<file path="src/rtl/dm_load_unit.sv">
// dm_load_unit
// Load unit sitting between the pipeline and a synchronous data-memory core.
// Accepts one load request in IDLE, issues a single read strobe, waits out the
// memory latency, then extracts and extends the addressed byte/half/word and
// holds the result until the consumer acknowledges it.
//
// Optional feature: define LOAD_ADDR_CHECK_EN to enable load address checking
// (misaligned lw/lh/lhu or address >= DM_LIMIT). A faulting load skips the
// memory access and completes at once with exc_adel=1 and rdata=0.
//
// Ports
//   clk        in   1   clock, rising edge
//   reset      in   1   asynchronous active-high reset
//   req        in   1   load request (sampled only in IDLE)
//   addr       in   32  byte address
//   ld_type    in   3   000 lw, 001 lh, 010 lhu, 011 lb, 100 lbu, other = lw
//   ack        in   1   consumer accepts result
//   mem_en     out  1   memory read strobe
//   mem_addr   out  11  memory word address
//   mem_rdata  in   32  memory read data (MEM_LAT cycles after mem_en)
//   busy       out  1   not in IDLE
//   valid      out  1   result available
//   rdata      out  32  extended load result
//   exc_adel   out  1   load address error, qualified by valid
module dm_load_unit #(
  parameter int          MEM_LAT  = 1,
  parameter logic [31:0] DM_LIMIT = 32'h00002000
) (
  input  logic        clk,
  input  logic        reset,
  input  logic        req,
  input  logic [31:0] addr,
  input  logic [2:0]  ld_type,
  input  logic        ack,
  output logic        mem_en,
  output logic [10:0] mem_addr,
  input  logic [31:0] mem_rdata,
  output logic        busy,
  output logic        valid,
  output logic [31:0] rdata,
  output logic        exc_adel
);

  typedef enum logic [1:0] {IDLE, ISSUE, WAIT, DONE} state_t;

`ifdef LOAD_ADDR_CHECK_EN
  localparam bit ADDR_CHECK = 1'b1;
`else
  // Checking disabled: the error term folds to constant 0, exc_adel is tied low.
  localparam bit ADDR_CHECK = 1'b0;
`endif

  // Counter preload; WAIT lasts MEM_LAT cycles (counter MEM_LAT-1 down to 0).
  localparam logic [1:0] CNT_INIT = 2'(MEM_LAT - 1);

  state_t      state_reg, state_next;
  logic [1:0]  cnt_reg;
  logic [12:0] addr_reg;
  logic [2:0]  type_reg;
  logic [31:0] rdata_reg;
  logic        exc_reg;

  logic        is_half;
  logic        is_word;
  logic        addr_err;
  logic [7:0]  sel_byte;
  logic [15:0] sel_half;
  logic [31:0] ext_data;

  // Address check on the incoming request; reserved codes are treated as lw.
  always_comb begin
    is_half  = (ld_type == 3'b001) || (ld_type == 3'b010);
    is_word  = !(ld_type inside {3'b001, 3'b010, 3'b011, 3'b100});
    addr_err = ADDR_CHECK &&
               ((is_word && (addr[1:0] != 2'b00)) ||
                (is_half && addr[0]) ||
                (addr >= DM_LIMIT));
  end

  // Lane selection and extension from the latched address/type.
  always_comb begin
    sel_byte = mem_rdata[7:0];
    case (addr_reg[1:0])
      2'd0: sel_byte = mem_rdata[7:0];
      2'd1: sel_byte = mem_rdata[15:8];
      2'd2: sel_byte = mem_rdata[23:16];
      2'd3: sel_byte = mem_rdata[31:24];
      default: sel_byte = mem_rdata[7:0];
    endcase
    sel_half = addr_reg[1] ? mem_rdata[31:16] : mem_rdata[15:0];
    case (type_reg)
      3'b001:  ext_data = {{16{sel_half[15]}}, sel_half};
      3'b010:  ext_data = {16'h0000, sel_half};
      3'b011:  ext_data = {{24{sel_byte[7]}}, sel_byte};
      3'b100:  ext_data = {24'h000000, sel_byte};
      default: ext_data = mem_rdata;
    endcase
  end

  // Next-state logic.
  always_comb begin
    state_next = state_reg;
    case (state_reg)
      IDLE:  if (req) state_next = addr_err ? DONE : ISSUE;
      ISSUE: state_next = WAIT;
      WAIT:  if (cnt_reg == 2'd0) state_next = DONE;
      DONE:  if (ack) state_next = IDLE;
      default: state_next = IDLE;
    endcase
  end

  always_ff @(posedge clk or posedge reset) begin
    if (reset) state_reg <= IDLE;
    else       state_reg <= state_next;
  end

  always_ff @(posedge clk or posedge reset) begin
    if (reset) begin
      cnt_reg   <= 2'd0;
      addr_reg  <= 13'd0;
      type_reg  <= 3'd0;
      rdata_reg <= 32'd0;
      exc_reg   <= 1'b0;
    end else begin
      case (state_reg)
        IDLE: begin
          if (req) begin
            addr_reg <= addr[12:0];
            type_reg <= ld_type;
            if (addr_err) begin
              rdata_reg <= 32'd0;
              exc_reg   <= 1'b1;
            end
          end
        end
        ISSUE: cnt_reg <= CNT_INIT;
        WAIT: begin
          if (cnt_reg == 2'd0) begin
            rdata_reg <= ext_data;
            exc_reg   <= 1'b0;
          end else begin
            cnt_reg <= cnt_reg - 2'd1;
          end
        end
        default: ;
      endcase
    end
  end

  assign mem_en   = (state_reg == ISSUE);
  assign mem_addr = addr_reg[12:2];
  assign busy     = (state_reg != IDLE);
  assign valid    = (state_reg == DONE);
  assign rdata    = rdata_reg;
  assign exc_adel = exc_reg;

endmodule

</file>
<file path="config.mk">
export PLATFORM = sky130hd
export DESIGN_NAME = dm_load_unit
export DESIGN_NICKNAME = d
export VERILOG_FILES = /design/src/rtl/dm_load_unit.sv
export SDC_FILE = /design/constraint.sdc
export NUM_CORES = 1
export LEC_CHECK = 0
export BUFFER_PORTS_ARGS = -buffer_cell sky130_fd_sc_hd__buf_2
export CAP_MARGIN = 30
export CORE_MARGIN = 5
export CORE_UTILIZATION = 37
export CTS_BUF_LIST = sky130_fd_sc_hd__clkbuf_2
export DETAILED_ROUTE_END_ITERATION = 10
export PLACE_DENSITY = 0.72
export SYNTH_ARGS = -nofsm -noshare
export SYNTH_HDL_FRONTEND = slang
export SYNTH_SLANG_ARGS = --single-unit
</file>
<file path="constraint.sdc">
create_clock -name clk -period 2 [get_ports clk]
set_input_delay 0 -clock clk [delete_from_list [all_inputs] [get_ports clk]]
set_output_delay 0 -clock clk [all_outputs]
set_load 0.02 [all_outputs]
</file>
==> Implementation_results.wiki <==
{| class="wikitable"
! Metric !! Value
|-
| Post-synth EDFFs || 0
|-
| Final-report setup violation count || 0
|-
| Leading post-synthesis cells by cell area || dfrtp_1, mux2_2, a21oi_1, buf_4, nand2_1
|-
| Worst rel slew slack || 0.582
|-
| Remaining antenna violation count after routing || 0
|-
| Largest net degree at the start of global routing || 28
|-
| Worst min-delay path class || input port to asynchronous set/reset pin
|-
| Height of the die || approximately 100 um
|-
| Final Hold Viols || 0
|-
| Number of remaining DRC errors || 0
|-
| Root buf cell || clkbuf_2
|-
| Clock edge transition at the registers on the reported setup and hold paths || 0.28 ns
|-
| Post-CTS Resized || 0
|-
| Top cell type by total area after synthesis || dfrtp_1
|-
| Post-route fraction of the period consumed by the critical path || 0.929
|-
| Register area share after synthesis || 0.458
|-
| Count of mapped cells out of synthesis || around 280
|-
| Drt initial violations || 158
|-
| Nets || around 510
|-
| Final number of max-transition violations || 0
|-
| Library cell with the highest instance count after synthesis || dfrtp_1
|-
| Share of the synthesized area in the top cell type || 0.458
|-
| CP max-delay cell || dlygate4sd3_1
|-
| Die width || 97.6 um
|-
| Total Wirelength || 8110 um
|-
| Iteration count of the initial detailed-routing pass || 5
|-
| Num Clock Sinks || 52
|-
| Max-cap viol count || 0
|-
| Average via count per standard cell || 4.98
|-
| Final critical path time including I/O delays and setup || 1.86 ns
|-
| Gpl congestion || just under 0.8
|-
| Area of the multi-input gates || 0.00130 sq mm
|-
| CTS max path bufs || 2
|-
| Detailed placement HPWL || 5760 um
|-
| Count of distinct cell types in the synthesized netlist || 39
|-
| Achievable clock frequency || 0.538 GHz
|-
| I/O pin total || roughly 120
|-
| Cell area after synthesis || 0.00284 sq mm
|-
| Worst Tran Pin Value || 0.626 ns
|-
| Clock tree from TritonCTS || built
|-
| Die area || 0.00953 sq mm
|-
| Unrepaired setup endpoints after global routing || false
|-
| Worst setup timing slack at the placement stage || slightly below 0.1 ns
|-
| Static leakage || 1.88 nW
|-
| Area of the core || 0.00761 sq mm
|-
| Overall Global Routing Usage || 0.173
|-
| Synth top cells by count || dfrtp_1, nand2_1, nor2_1
|-
| Worst path setup slack after routing || roughly 0.14 ns
|-
| Global-route wire length before repair || 13800 um
|-
| Kind of capture point of the worst setup path || flip-flop
|-
| Row count || 32
|-
| Async SR Flop Fraction || 1.00
|-
| Via Count || 2651
|-
| Count of H-tree levels built during CTS || 2
|-
| Layout cell share with drive strength beyond 1 || 0.351
|-
| Crit path arrival time || 2.21 ns
|-
| Max reg flops || 32
|-
| Dominant synthesized flop cell || dfrtp_1
|-
| Cts bufs inserted || 5
|-
| Required time at the endpoint of the critical path || 2.36 ns
|-
| Number of fill cells || 698
|-
| Critical Path Max Stage Delay || 0.55 ns
|-
| Peak supply drop || between 0.0007 and 0.0008 V
|-
| Status || completed
|-
| Initial cell density of the core || 0.374
|-
| Initial antenna violation count || 0
|-
| Port-buffer cells || between 90 and 100
|-
| Mapped Nets || 361
|-
| Worst-case reg-to-reg path depth || 5
|-
| Worst setup SP type || flip-flop
|-
| Critical Setup Path Class || flip-flop to flip-flop
|-
| Count of synthesis-stage warnings from yosys || 0
|-
| Total overflow reported by the global router || 0
|-
| Setup TNS Final || 0 ns
|-
| Area delta synth->final || 40.5%
|-
| Worst-path maximum fanout || 4
|-
| Flip-flop and latch count after synthesis || between 50 and 60
|-
| Pwr/cell area || 1580 mW/mm^2
|-
| Sequential Area || 0.00130 sq mm
|-
| Diodes inserted || 0
|-
| WL per Instance || 15.2 um
|-
| Clock Skew || 0.0184 ns
|-
| Clk_lat worst skew || between 0.4 and 0.5 ns
|-
| Vias in the first global route || 2855
|-
| List of cells traversed by the critical path || inv_1, ha_1, nand2_1, mux2_2, dlygate4sd3_1
|-
| Mean instance size in the synthesized netlist || 10.0 sq um
|}
==> metal layers <==
| metal | GRT usage | share of wire | up-vias |
|---|---|---|---|
| met5 | 0 | 0 | - |
| met4 | 0.0415 | 0.013 | 0 |
| met3 | 0.0380 | 0.059 | 9 |
| met2 | 0.301 | 0.51 | 92 |
| met1 | 0.217 | 0.42 | 1285 |
| li1 | - | - | 1265 |
==> stage by stage <==
step	power, W	instance area, sq um	hold WS, ns	std cells	utilization
3_5_place_dp	0.00573	3400	0.112	470	0.447
3_3_place_gp	0.00559	3400	0.0969	470	0.447
2_1_floorplan	0.00474	2840	0.129	284	-
6_report	0.00630	3990	0.149	532	0.525
5_1_grt	0.00682	3990	0.166	532	0.525
4_1_cts	0.00627	3970	0.128	531	0.522
==> cell usage in the layout, fill, tap and decap left out, types with 2 or more instances in the layout <==
| master | netlist | final |
|---|---|---|
| mux2i_1 | 8 | 8 |
| o221ai_1 | 6 | 6 |
| buf_4 | 16 | 13 |
| nand2_1 | 31 | 31 |
| inv_1 | 17 | 16 |
| a211o_1 | 2 | 2 |
| xnor2_1 | 2 | 2 |
| ha_1 | 6 | 6 |
| dfrtp_1 | 52 | 52 |
| nor2_1 | 31 | 31 |
| nand2b_1 | 4 | 4 |
| a211oi_1 | 6 | 6 |
| buf_12 | 0 | 2 |
| a22oi_1 | 8 | 8 |
| clkbuf_2 | 0 | 5 |
| nor3_1 | 6 | 6 |
| buf_2 | 4 | 97 |
| dlygate4sd3_1 | 0 | 53 |
| o211ai_1 | 3 | 3 |
| mux4_2 | 2 | 2 |
| a21oi_1 | 27 | 27 |
| mux2_2 | 24 | 24 |
| o21ai_0 | 6 | 6 |
==> report_power, final <==
group	internal [W]	switching [W]	total, W
Sequential	0.00158	0.000350	0.00193
Combinational	0.00163	0.00231	0.00393
Clock	0.0000858	0.000347	0.000433
Total	0.00330	0.00300	0.00630
==> worst paths after layout <==
| kind | startpoint | slack (ns) | to |
|---|---|---|---|
| worst min register to register | cnt_reg[0]$_DFFE_PP0P_ | 0.52 | cnt_reg[0]$_DFFE_PP0P_ |
| worst max-delay path | state_reg[1]$_DFFE_PP0P_ | 0.14 | addr_reg[2]$_DFFE_PP0P_ |
| worst min-delay path | reset | 0.15 | rdata[30]$_DFFE_PP0P_ |
| max in group asynchronous | reset | 1.29 | rdata[23]$_DFFE_PP0P_ |
| worst max register to register | state_reg[1]$_DFFE_PP0P_ | 0.14 | addr_reg[2]$_DFFE_PP0P_ |
| min in group clk | addr[5] | 0.31 | addr_reg[5]$_DFFE_PP0P_ |
==> critical path, delay by kind of cell (launching register included) <==
family	cells	cell delay, ns
flip-flops	1	0.45
AND/OR/NAND/NOR	1	0.13
adder cells (fa/ha/maj)	1	0.21
buffers and inverters	2	0.65
multiplexers	1	0.34
==> cells by family after synthesis <==
family / share of synthesized area
simple gates: 0.119
compound gates: 0.157
flops: 0.458
buf+inv: 0.0837
mux: 0.139
fa+ha+maj: 0.0299
xor+xnor: 0.0119
other cells: 0.00132
==> final cells by class <==
class	count	area share
multi-input cells	188	0.326
flip-flops and latches	52	0.326
repair buffers	165	0.289
well taps	102	0.0320
inverters	17	0.0160
clock buffers	5	0.00627
clock inverters	3	0.00439
==> timing repair <==
action | in CTS | in global routing
hold buffers | 53 | 0
setup endpoints to repair | 0 | 14
hold endpoints to repair | 76 | 0
setup buffers | 0 | 1
Note: power is estimated with default switching activity, not from simulation.
